==> src/rtl/dfb_cfg_pkg.sv <==
// Shared definitions for the SPI configuration target: FSM encoding,
// command byte layout and register map.
package dfb_cfg_pkg;

  typedef enum logic [2:0] {
    ST_WAIT_IDLE = 3'd0,
    ST_IDLE      = 3'd1,
    ST_CMD       = 3'd2,
    ST_DATA      = 3'd3,
    ST_TRAIL     = 3'd4
  } spi_state_t;

  localparam int CMD_RW_BIT   = 7;
  localparam int CMD_RSVD_MSB = 6;
  localparam int CMD_RSVD_LSB = 2;
  localparam int CMD_ADDR_LSB = 0;

  localparam logic [1:0] REG_ID   = 2'd0;
  localparam logic [1:0] REG_CFG  = 2'd1;
  localparam logic [1:0] REG_SPI  = 2'd2;
  localparam logic [1:0] REG_USER = 2'd3;

endpackage

==> src/rtl/spi_target_sync.sv <==
// Multi-flop synchroniser plus one-cycle rise/fall detector for one SPI pin.
// The chain resets low: for CS_N this reads as "frame in progress" until the
// real pin level arrives, so a frame already running at reset release never
// produces a spurious falling edge.
module spi_target_sync #(
  parameter int SYNC_STAGES = 2
) (
  input  logic CLKOSC,
  input  logic RST,
  input  logic din,
  output logic q,
  output logic rise,
  output logic fall
);

  logic [SYNC_STAGES-1:0] sync_q;
  logic                   prev_q;

  // synchroniser chain and delayed copy for edge detection
  always_ff @(posedge CLKOSC or posedge RST) begin
    if (RST) begin
      sync_q <= '0;
      prev_q <= 1'b0;
    end else begin
      sync_q <= {sync_q[SYNC_STAGES-2:0], din};
      prev_q <= sync_q[SYNC_STAGES-1];
    end
  end

  assign q    = sync_q[SYNC_STAGES-1];
  assign rise = q & ~prev_q;
  assign fall = ~q & prev_q;

endmodule

==> src/rtl/spi_target.sv <==
// SPI mode-0 target giving a host read/write access to a 4-entry config
// register file. All SPI pins are oversampled in the CLKOSC domain.
// Optional: define SPI_TARGET_AUTOINC_EN for burst access with address
// auto-increment (3 wraps to 0) instead of a single data byte.
//
// state        | meaning
// -------------+-----------------------------------------------------
// ST_WAIT_IDLE | after reset, wait for CS_N high (ignore frame in flight)
// ST_IDLE      | no frame; CS_N fall starts one
// ST_CMD       | shifting in command byte, shifting out ID_VALUE
// ST_DATA      | data byte(s): write to or read from reg[addr]
// ST_TRAIL     | frame done; MISO sends 1s until CS_N rises
module spi_target
  import dfb_cfg_pkg::*;
#(
  parameter int         SYNC_STAGES = 2,
  parameter logic [7:0] ID_VALUE    = 8'h01,
  parameter logic [7:0] REG1_RESET  = 8'hFD,
  parameter logic [7:0] REG2_RESET  = 8'hFF,
  parameter logic [7:0] REG3_RESET  = 8'h00
) (
  input  logic       CLKOSC,
  input  logic       RST,
  input  logic       SPI_SCK,
  input  logic       SPI_CS_N,
  input  logic       SPI_MOSI,
  output logic       SPI_MISO,
  output logic       SPI_MISO_OE,
  output logic [7:0] REG1,
  output logic [7:0] REG2,
  output logic [7:0] REG3,
  output logic       WR_STROBE,
  output logic [1:0] WR_ADDR,
  output logic       BUSY
);

  logic sck_s, sck_rise, sck_fall;
  logic cs_s, cs_rise, cs_fall;
  logic mosi_s, mosi_rise, mosi_fall;
  logic [2:0] unused_sync;

  spi_target_sync #(.SYNC_STAGES(SYNC_STAGES)) u_sync_sck (
    .CLKOSC(CLKOSC), .RST(RST), .din(SPI_SCK),
    .q(sck_s), .rise(sck_rise), .fall(sck_fall)
  );

  spi_target_sync #(.SYNC_STAGES(SYNC_STAGES)) u_sync_cs (
    .CLKOSC(CLKOSC), .RST(RST), .din(SPI_CS_N),
    .q(cs_s), .rise(cs_rise), .fall(cs_fall)
  );

  spi_target_sync #(.SYNC_STAGES(SYNC_STAGES)) u_sync_mosi (
    .CLKOSC(CLKOSC), .RST(RST), .din(SPI_MOSI),
    .q(mosi_s), .rise(mosi_rise), .fall(mosi_fall)
  );

  assign unused_sync = {sck_s, mosi_rise, mosi_fall};

  spi_state_t state_q, state_d;
  logic [7:0] shift_q;
  logic [6:0] rx_q;
  logic [2:0] bit_cnt_q;
  logic [1:0] addr_q;
  logic       cmd_ok_q, cmd_rd_q;
  logic       miso_q, oe_q;
  logic       wr_strobe_q;
  logic [1:0] wr_addr_q;
  logic [7:0] reg1_q, reg2_q, reg3_q;

  logic [7:0] rx_byte;
  logic       byte_end;
  logic       cmd_ok_d;
  logic [1:0] cmd_addr;
  logic       wr_hit;

  assign rx_byte  = {rx_q, mosi_s};
  assign byte_end = sck_rise && (bit_cnt_q == 3'd7);
  assign cmd_ok_d = (rx_byte[CMD_RSVD_MSB:CMD_RSVD_LSB] == '0);
  assign cmd_addr = rx_byte[CMD_ADDR_LSB +: 2];
  assign wr_hit   = (state_q == ST_DATA) && byte_end && cmd_ok_q &&
                    !cmd_rd_q && (addr_q != REG_ID);

  function automatic logic [7:0] reg_rd(input logic [1:0] a);
    case (a)
      REG_ID:  reg_rd = ID_VALUE;
      REG_CFG: reg_rd = reg1_q;
      REG_SPI: reg_rd = reg2_q;
      default: reg_rd = reg3_q;
    endcase
  endfunction

  // FSM state register
  always_ff @(posedge CLKOSC or posedge RST) begin
    if (RST) state_q <= ST_WAIT_IDLE;
    else     state_q <= state_d;
  end

  // next-state logic; CS_N rise overrides any concurrent SCK event
  always_comb begin
    state_d = state_q;
    if (cs_rise) begin
      state_d = ST_IDLE;
    end else begin
      case (state_q)
        ST_WAIT_IDLE: if (cs_s) state_d = ST_IDLE;
        ST_IDLE:      if (cs_fall) state_d = ST_CMD;
        ST_CMD:       if (byte_end) state_d = ST_DATA;
`ifdef SPI_TARGET_AUTOINC_EN
        ST_DATA:      state_d = ST_DATA;
`else
        ST_DATA:      if (byte_end) state_d = ST_TRAIL;
`endif
        ST_TRAIL:     state_d = ST_TRAIL;
        default:      state_d = ST_WAIT_IDLE;
      endcase
    end
  end

  // shifters, command latch, register file and write strobe
  always_ff @(posedge CLKOSC or posedge RST) begin
    if (RST) begin
      miso_q      <= 1'b1;
      oe_q        <= 1'b0;
      shift_q     <= 8'hFF;
      rx_q        <= '0;
      bit_cnt_q   <= '0;
      addr_q      <= '0;
      cmd_ok_q    <= 1'b0;
      cmd_rd_q    <= 1'b0;
      wr_strobe_q <= 1'b0;
      wr_addr_q   <= '0;
      reg1_q      <= REG1_RESET;
      reg2_q      <= REG2_RESET;
      reg3_q      <= REG3_RESET;
    end else begin
      wr_strobe_q <= 1'b0;
      if (cs_rise) begin
        oe_q      <= 1'b0;
        miso_q    <= 1'b1;
        bit_cnt_q <= '0;
      end else if (state_q == ST_IDLE) begin
        if (cs_fall) begin
          oe_q      <= 1'b1;
          miso_q    <= ID_VALUE[7];
          shift_q   <= {ID_VALUE[6:0], 1'b1};
          bit_cnt_q <= '0;
        end
      end else if (state_q inside {ST_CMD, ST_DATA, ST_TRAIL}) begin
        if (sck_rise) begin
          rx_q      <= rx_byte[6:0];
          bit_cnt_q <= bit_cnt_q + 3'd1;
          if (byte_end) begin
            if (state_q == ST_CMD) begin
              cmd_ok_q <= cmd_ok_d;
              cmd_rd_q <= rx_byte[CMD_RW_BIT];
              addr_q   <= cmd_addr;
              shift_q  <= (cmd_ok_d && rx_byte[CMD_RW_BIT]) ? reg_rd(cmd_addr) : 8'hFF;
            end else if (state_q == ST_DATA) begin
              if (wr_hit) begin
                case (addr_q)
                  REG_CFG: reg1_q <= rx_byte;
                  REG_SPI: reg2_q <= rx_byte;
                  default: reg3_q <= rx_byte;
                endcase
                wr_strobe_q <= 1'b1;
                wr_addr_q   <= addr_q;
              end
`ifdef SPI_TARGET_AUTOINC_EN
              addr_q  <= addr_q + 2'd1;
              shift_q <= (cmd_ok_q && cmd_rd_q) ? reg_rd(addr_q + 2'd1) : 8'hFF;
`else
              shift_q <= 8'hFF;
`endif
            end else begin
              shift_q <= 8'hFF;
            end
          end
        end else if (sck_fall) begin
          miso_q  <= shift_q[7];
          shift_q <= {shift_q[6:0], 1'b1};
        end
      end
    end
  end

  assign SPI_MISO    = miso_q;
  assign SPI_MISO_OE = oe_q & ~cs_s;
  assign REG1        = reg1_q;
  assign REG2        = reg2_q;
  assign REG3        = reg3_q;
  assign WR_STROBE   = wr_strobe_q;
  assign WR_ADDR     = wr_addr_q;
  assign BUSY        = ~cs_s & (state_q != ST_WAIT_IDLE);

endmodule

==> config.mk <==
export PLATFORM = sky130hd
export DESIGN_NAME = spi_target
export DESIGN_NICKNAME = d
export VERILOG_FILES = /design/src/rtl/dfb_cfg_pkg.sv /design/src/rtl/spi_target_sync.sv /design/src/rtl/spi_target.sv
export SDC_FILE = /design/constraint.sdc
export NUM_CORES = 1
export LEC_CHECK = 0
export BUFFER_PORTS_ARGS = -buffer_cell sky130_fd_sc_hd__buf_2
export CORE_MARGIN = 8
export CORE_UTILIZATION = 30
export DETAILED_ROUTE_END_ITERATION = 10
export PLACE_DENSITY = 0.44
export RECOVER_POWER = 25
export SLEW_MARGIN = 25
export SYNTH_ARGS = -nofsm -noshare
export SYNTH_HDL_FRONTEND = slang
export SYNTH_HIERARCHICAL = 1
export SYNTH_SLANG_ARGS = --single-unit
==> constraint.sdc <==
create_clock -name CLKOSC -period 3.3 [get_ports CLKOSC]
set_input_delay 0.66 -clock CLKOSC [delete_from_list [all_inputs] [get_ports CLKOSC]]
set_output_delay 0.66 -clock CLKOSC [all_outputs]
set_load 0.005 [all_outputs]
==> run summary <==
Outcome
• finished with violations — run status
• capacitance limit, slew limit — violations in the final reports

Global routing
• 0 — GRT Residual Overflow
• 42 — largest net degree at the start of global routing
• 10.97% — all-layer global routing usage
• 0 — antenna violations before repair
• 10,770 um — wire length of the first global-routing pass
• 1,949 — vias in the first global route

Die
• 35 — # IOs
• 30.69% — Initial Util
• 112.8 um — Die Span X
• 12,720 um^2 — die area
• 9153 um^2 — core footprint
• 112.8 um — vertical extent of the die
• 35 — number of cell rows

Power and ir drop
• 10.3% — combinational share of power
• 0.5175 mW — reported net switching power
• 40.0% — Clock Power Share
• 26.84% — switching share of total power
• 49.7% — Reg power frac
• 0.0002299 V — maximum resistive drop on vdd
• 1.556 nW — leakage power
• 1.411 mW — Internal Power
• 579.1 nW/um^2 — P per Cell Area

Routing
• 273 um — amount of wire on met3 after detailed routing
• met4 — uppermost signal routing layer after detailed routing
• 0 — number of nets still failing antenna checks after routing
• 4 — Pre-antenna DRT Iters
• 0 — DRC violation count after routing
• 3007 um — amount of wire on met2 after detailed routing
• 64 — drt first-iter violations
• 1,797 — DR vias
• 4.805 — per-cell via count in the routed design
• 6500 um — Detailed Route WL
• 17.38 um — average detailed-routed wire length per instance
• 3150 um — met1 routed wirelength after detailed routing

Placement
• 4475 um — total half-perimeter wirelength after legalization and detailed placement
• 34 — number of input and output port buffers inserted
• 0.6943 — placer congestion estimate

Cells and area
• 48.67% — fraction of layout instances using a drive strength above 1
• 916 — fill count
• 18.53% — area growth from synthesis to layout
• 0 — number of antenna repair diodes
• 36.38% — core occupancy in the finished layout
• 268 — post-layout net count

STA
• 0 — final setup vio count
• 0 ns — final setup TNS
• false — unrepaired setup endpoints after global routing
• 0.01033 ns — post-route clock skew
• 42 — final max-slew violation count
• 1.622 ns — Least-Margin Pin Slew
• 74.55% — Tcrit/Tclk final
• 0.2047 ns — Worst Hold Slack
• -8.254% — Max-slew headroom
• 2.460 ns — minimum period implied by the final worst setup slack
• 406.5 MHz — highest clock rate
• 0 — Hold Vio Cnt, Final

Clocking
• sky130_fd_sc_hd__clkbuf_8 — master cell of the clock root buffer
• 0 — post-cts resize count
• 0.34 ns — insertion delay to the later sink of the worst-skew pair
• built — CTS tree
• 0.07 ns — clock input transition at the sequential cells of the worst setup and hold paths
• 2 — deepest clock path buffer count
• 3 — CTS H-tree depth
• 62 — CTS Sinks
• 0 — Post-CTS Hold Fix Bufs
• 9 — number of buffers inserted during clock tree synthesis
• 0 — Setup Buffers After CTS

Worst setup path
• 1 — count of buffer and inverter cells on the critical path
• 14 — CP max FO
• nor2b_1 -> buf_4 -> or4b_4 -> nor4_4 -> mux2_2 — ordered cell list for the critical path
• flip-flop — nature of the critical path endpoint
• simple AND/OR/NAND/NOR gates — Crit path max-delay family
• sky130_fd_sc_hd__nor4_4 — slowest cell on the critical path
• flip-flop — type of origin of the critical path
• 0.61 ns — critical path's largest stage delay
• 3.53 ns — Worst Path Required
• 2.69 ns — WP data arrival
• reg -> reg — WS Path Type

Synth
• 2809 um^2 — cell area after synthesis
• 6 — Warnings, synthesis
• 230 — syn_nets
• 220 — number of instances in the synthesized netlist
• 12.77 um^2 — synthesized area per cell

Flow run
• 1 — max-capacitance violation count

Hold path
• in -> async — Hold WC Path Type

==> area by class of cell <==
type | count | area (um^2) | share of cell area, %
repair buffers | 38 | 198.9 | 5.975
clock inverters | 5 | 81.33 | 2.443
multi-input cells | 140 | 1151 | 34.57
flip-flops and latches | 62 | 1582 | 47.50
clock buffers | 11 | 151.4 | 4.547
inverters | 7 | 26.28 | 0.7892
well taps | 111 | 138.9 | 4.171
==> sequential cells by signal, summed over array words and instances, names as in the netlist, 3 cells and up <==
| register | count |
|---|---|
| REG1 | 8 |
| REG2 | 8 |
| REG3 | 8 |
| shift_q | 8 |
| rx_q | 7 |
| bit_cnt_q | 3 |
| state_q | 3 |
==> worst reg2reg max path: cells and delay by family, from the launching register on <==
kind / cells / cell delay (ns)
buffers and inverters: 1 / 0.18
flip-flops: 1 / 0.42
multiplexers: 1 / 0.42
AND/OR/NAND/NOR: 3 / 1.34
==> cell usage in the layout, fill, tap and decap left out, types with 2 or more instances in the layout <==
master,count
sky130_fd_sc_hd__nand2b_1,7
sky130_fd_sc_hd__a21oi_1,6
sky130_fd_sc_hd__buf_4,4
sky130_fd_sc_hd__buf_2,33
sky130_fd_sc_hd__a221oi_1,7
sky130_fd_sc_hd__o2bb2ai_1,6
sky130_fd_sc_hd__bufinv_16,2
sky130_fd_sc_hd__inv_1,7
sky130_fd_sc_hd__o21ai_0,13
sky130_fd_sc_hd__nand2_1,12
sky130_fd_sc_hd__mux2_2,43
sky130_fd_sc_hd__or4_1,2
sky130_fd_sc_hd__or3b_2,2
sky130_fd_sc_hd__clkbuf_8,11
sky130_fd_sc_hd__nor2b_1,4
sky130_fd_sc_hd__mux2i_1,4
sky130_fd_sc_hd__nor3_1,4
sky130_fd_sc_hd__nor2_1,9
sky130_fd_sc_hd__dfrtp_1,38
sky130_fd_sc_hd__dfstp_2,24
sky130_fd_sc_hd__and2b_2,2
sky130_fd_sc_hd__ha_1,5
==> per-stage QoR <==
step	instance area [um^2]	std cells	setup WS, ns	power, mW
2_1_floorplan	2809	220	1.337	1.092
3_3_place_gp	3098	358	0.8209	1.171
3_5_place_dp	3098	358	0.8466	1.169
4_1_cts	3331	374	0.8399	1.952
5_1_grt	3329	374	0.6405	2.028
6_report	3329	374	0.8397	1.928
==> per-layer routing <==
metal / track usage, % / vias to the layer above
met5: 0 / -
met4: 4.317 / 0
met3: 4.260 / 7
met2: 16.52 / 29
met1: 13.82 / 891
li1: - / 870
==> power by group through the flow <==
stage	Sequential [mW]	Clock, mW	Combinational [mW]
3_5_place_dp	0.967	0	0.202
6_report	0.958	0.771	0.199
3_3_place_gp	0.970	0	0.200
2_1_floorplan	0.908	0	0.185
5_1_grt	0.975	0.826	0.228
4_1_cts	0.956	0.792	0.204
==> worst paths after layout <==
| path | slack (ns) | start | endpoint | depth (start not counted) |
|---|---|---|---|---|
| max in group asynchronous | 1.37 | RST | shift_q[0]$_DFFE_PP1P_ | 3 |
| min in group CLKOSC | 0.36 | u_sync_sck/sync_q[0]$_DFF_PP0_ | u_sync_sck/sync_q[1]$_DFF_PP0_ | 0 |
| setup / recovery | 0.84 | u_sync_cs/sync_q[1]$_DFF_PP0_ | REG3[5]$_DFFE_PP0P_ | 5 |
| hold / removal | 0.20 | RST | u_sync_mosi/sync_q[0]$_DFF_PP0_ | 2 |
| setup reg to reg | 0.84 | u_sync_cs/sync_q[1]$_DFF_PP0_ | REG3[5]$_DFFE_PP0P_ | 5 |
| hold reg to reg | 0.36 | u_sync_sck/sync_q[0]$_DFF_PP0_ | u_sync_sck/sync_q[1]$_DFF_PP0_ | 0 |
(Power assumes the default switching activity.)
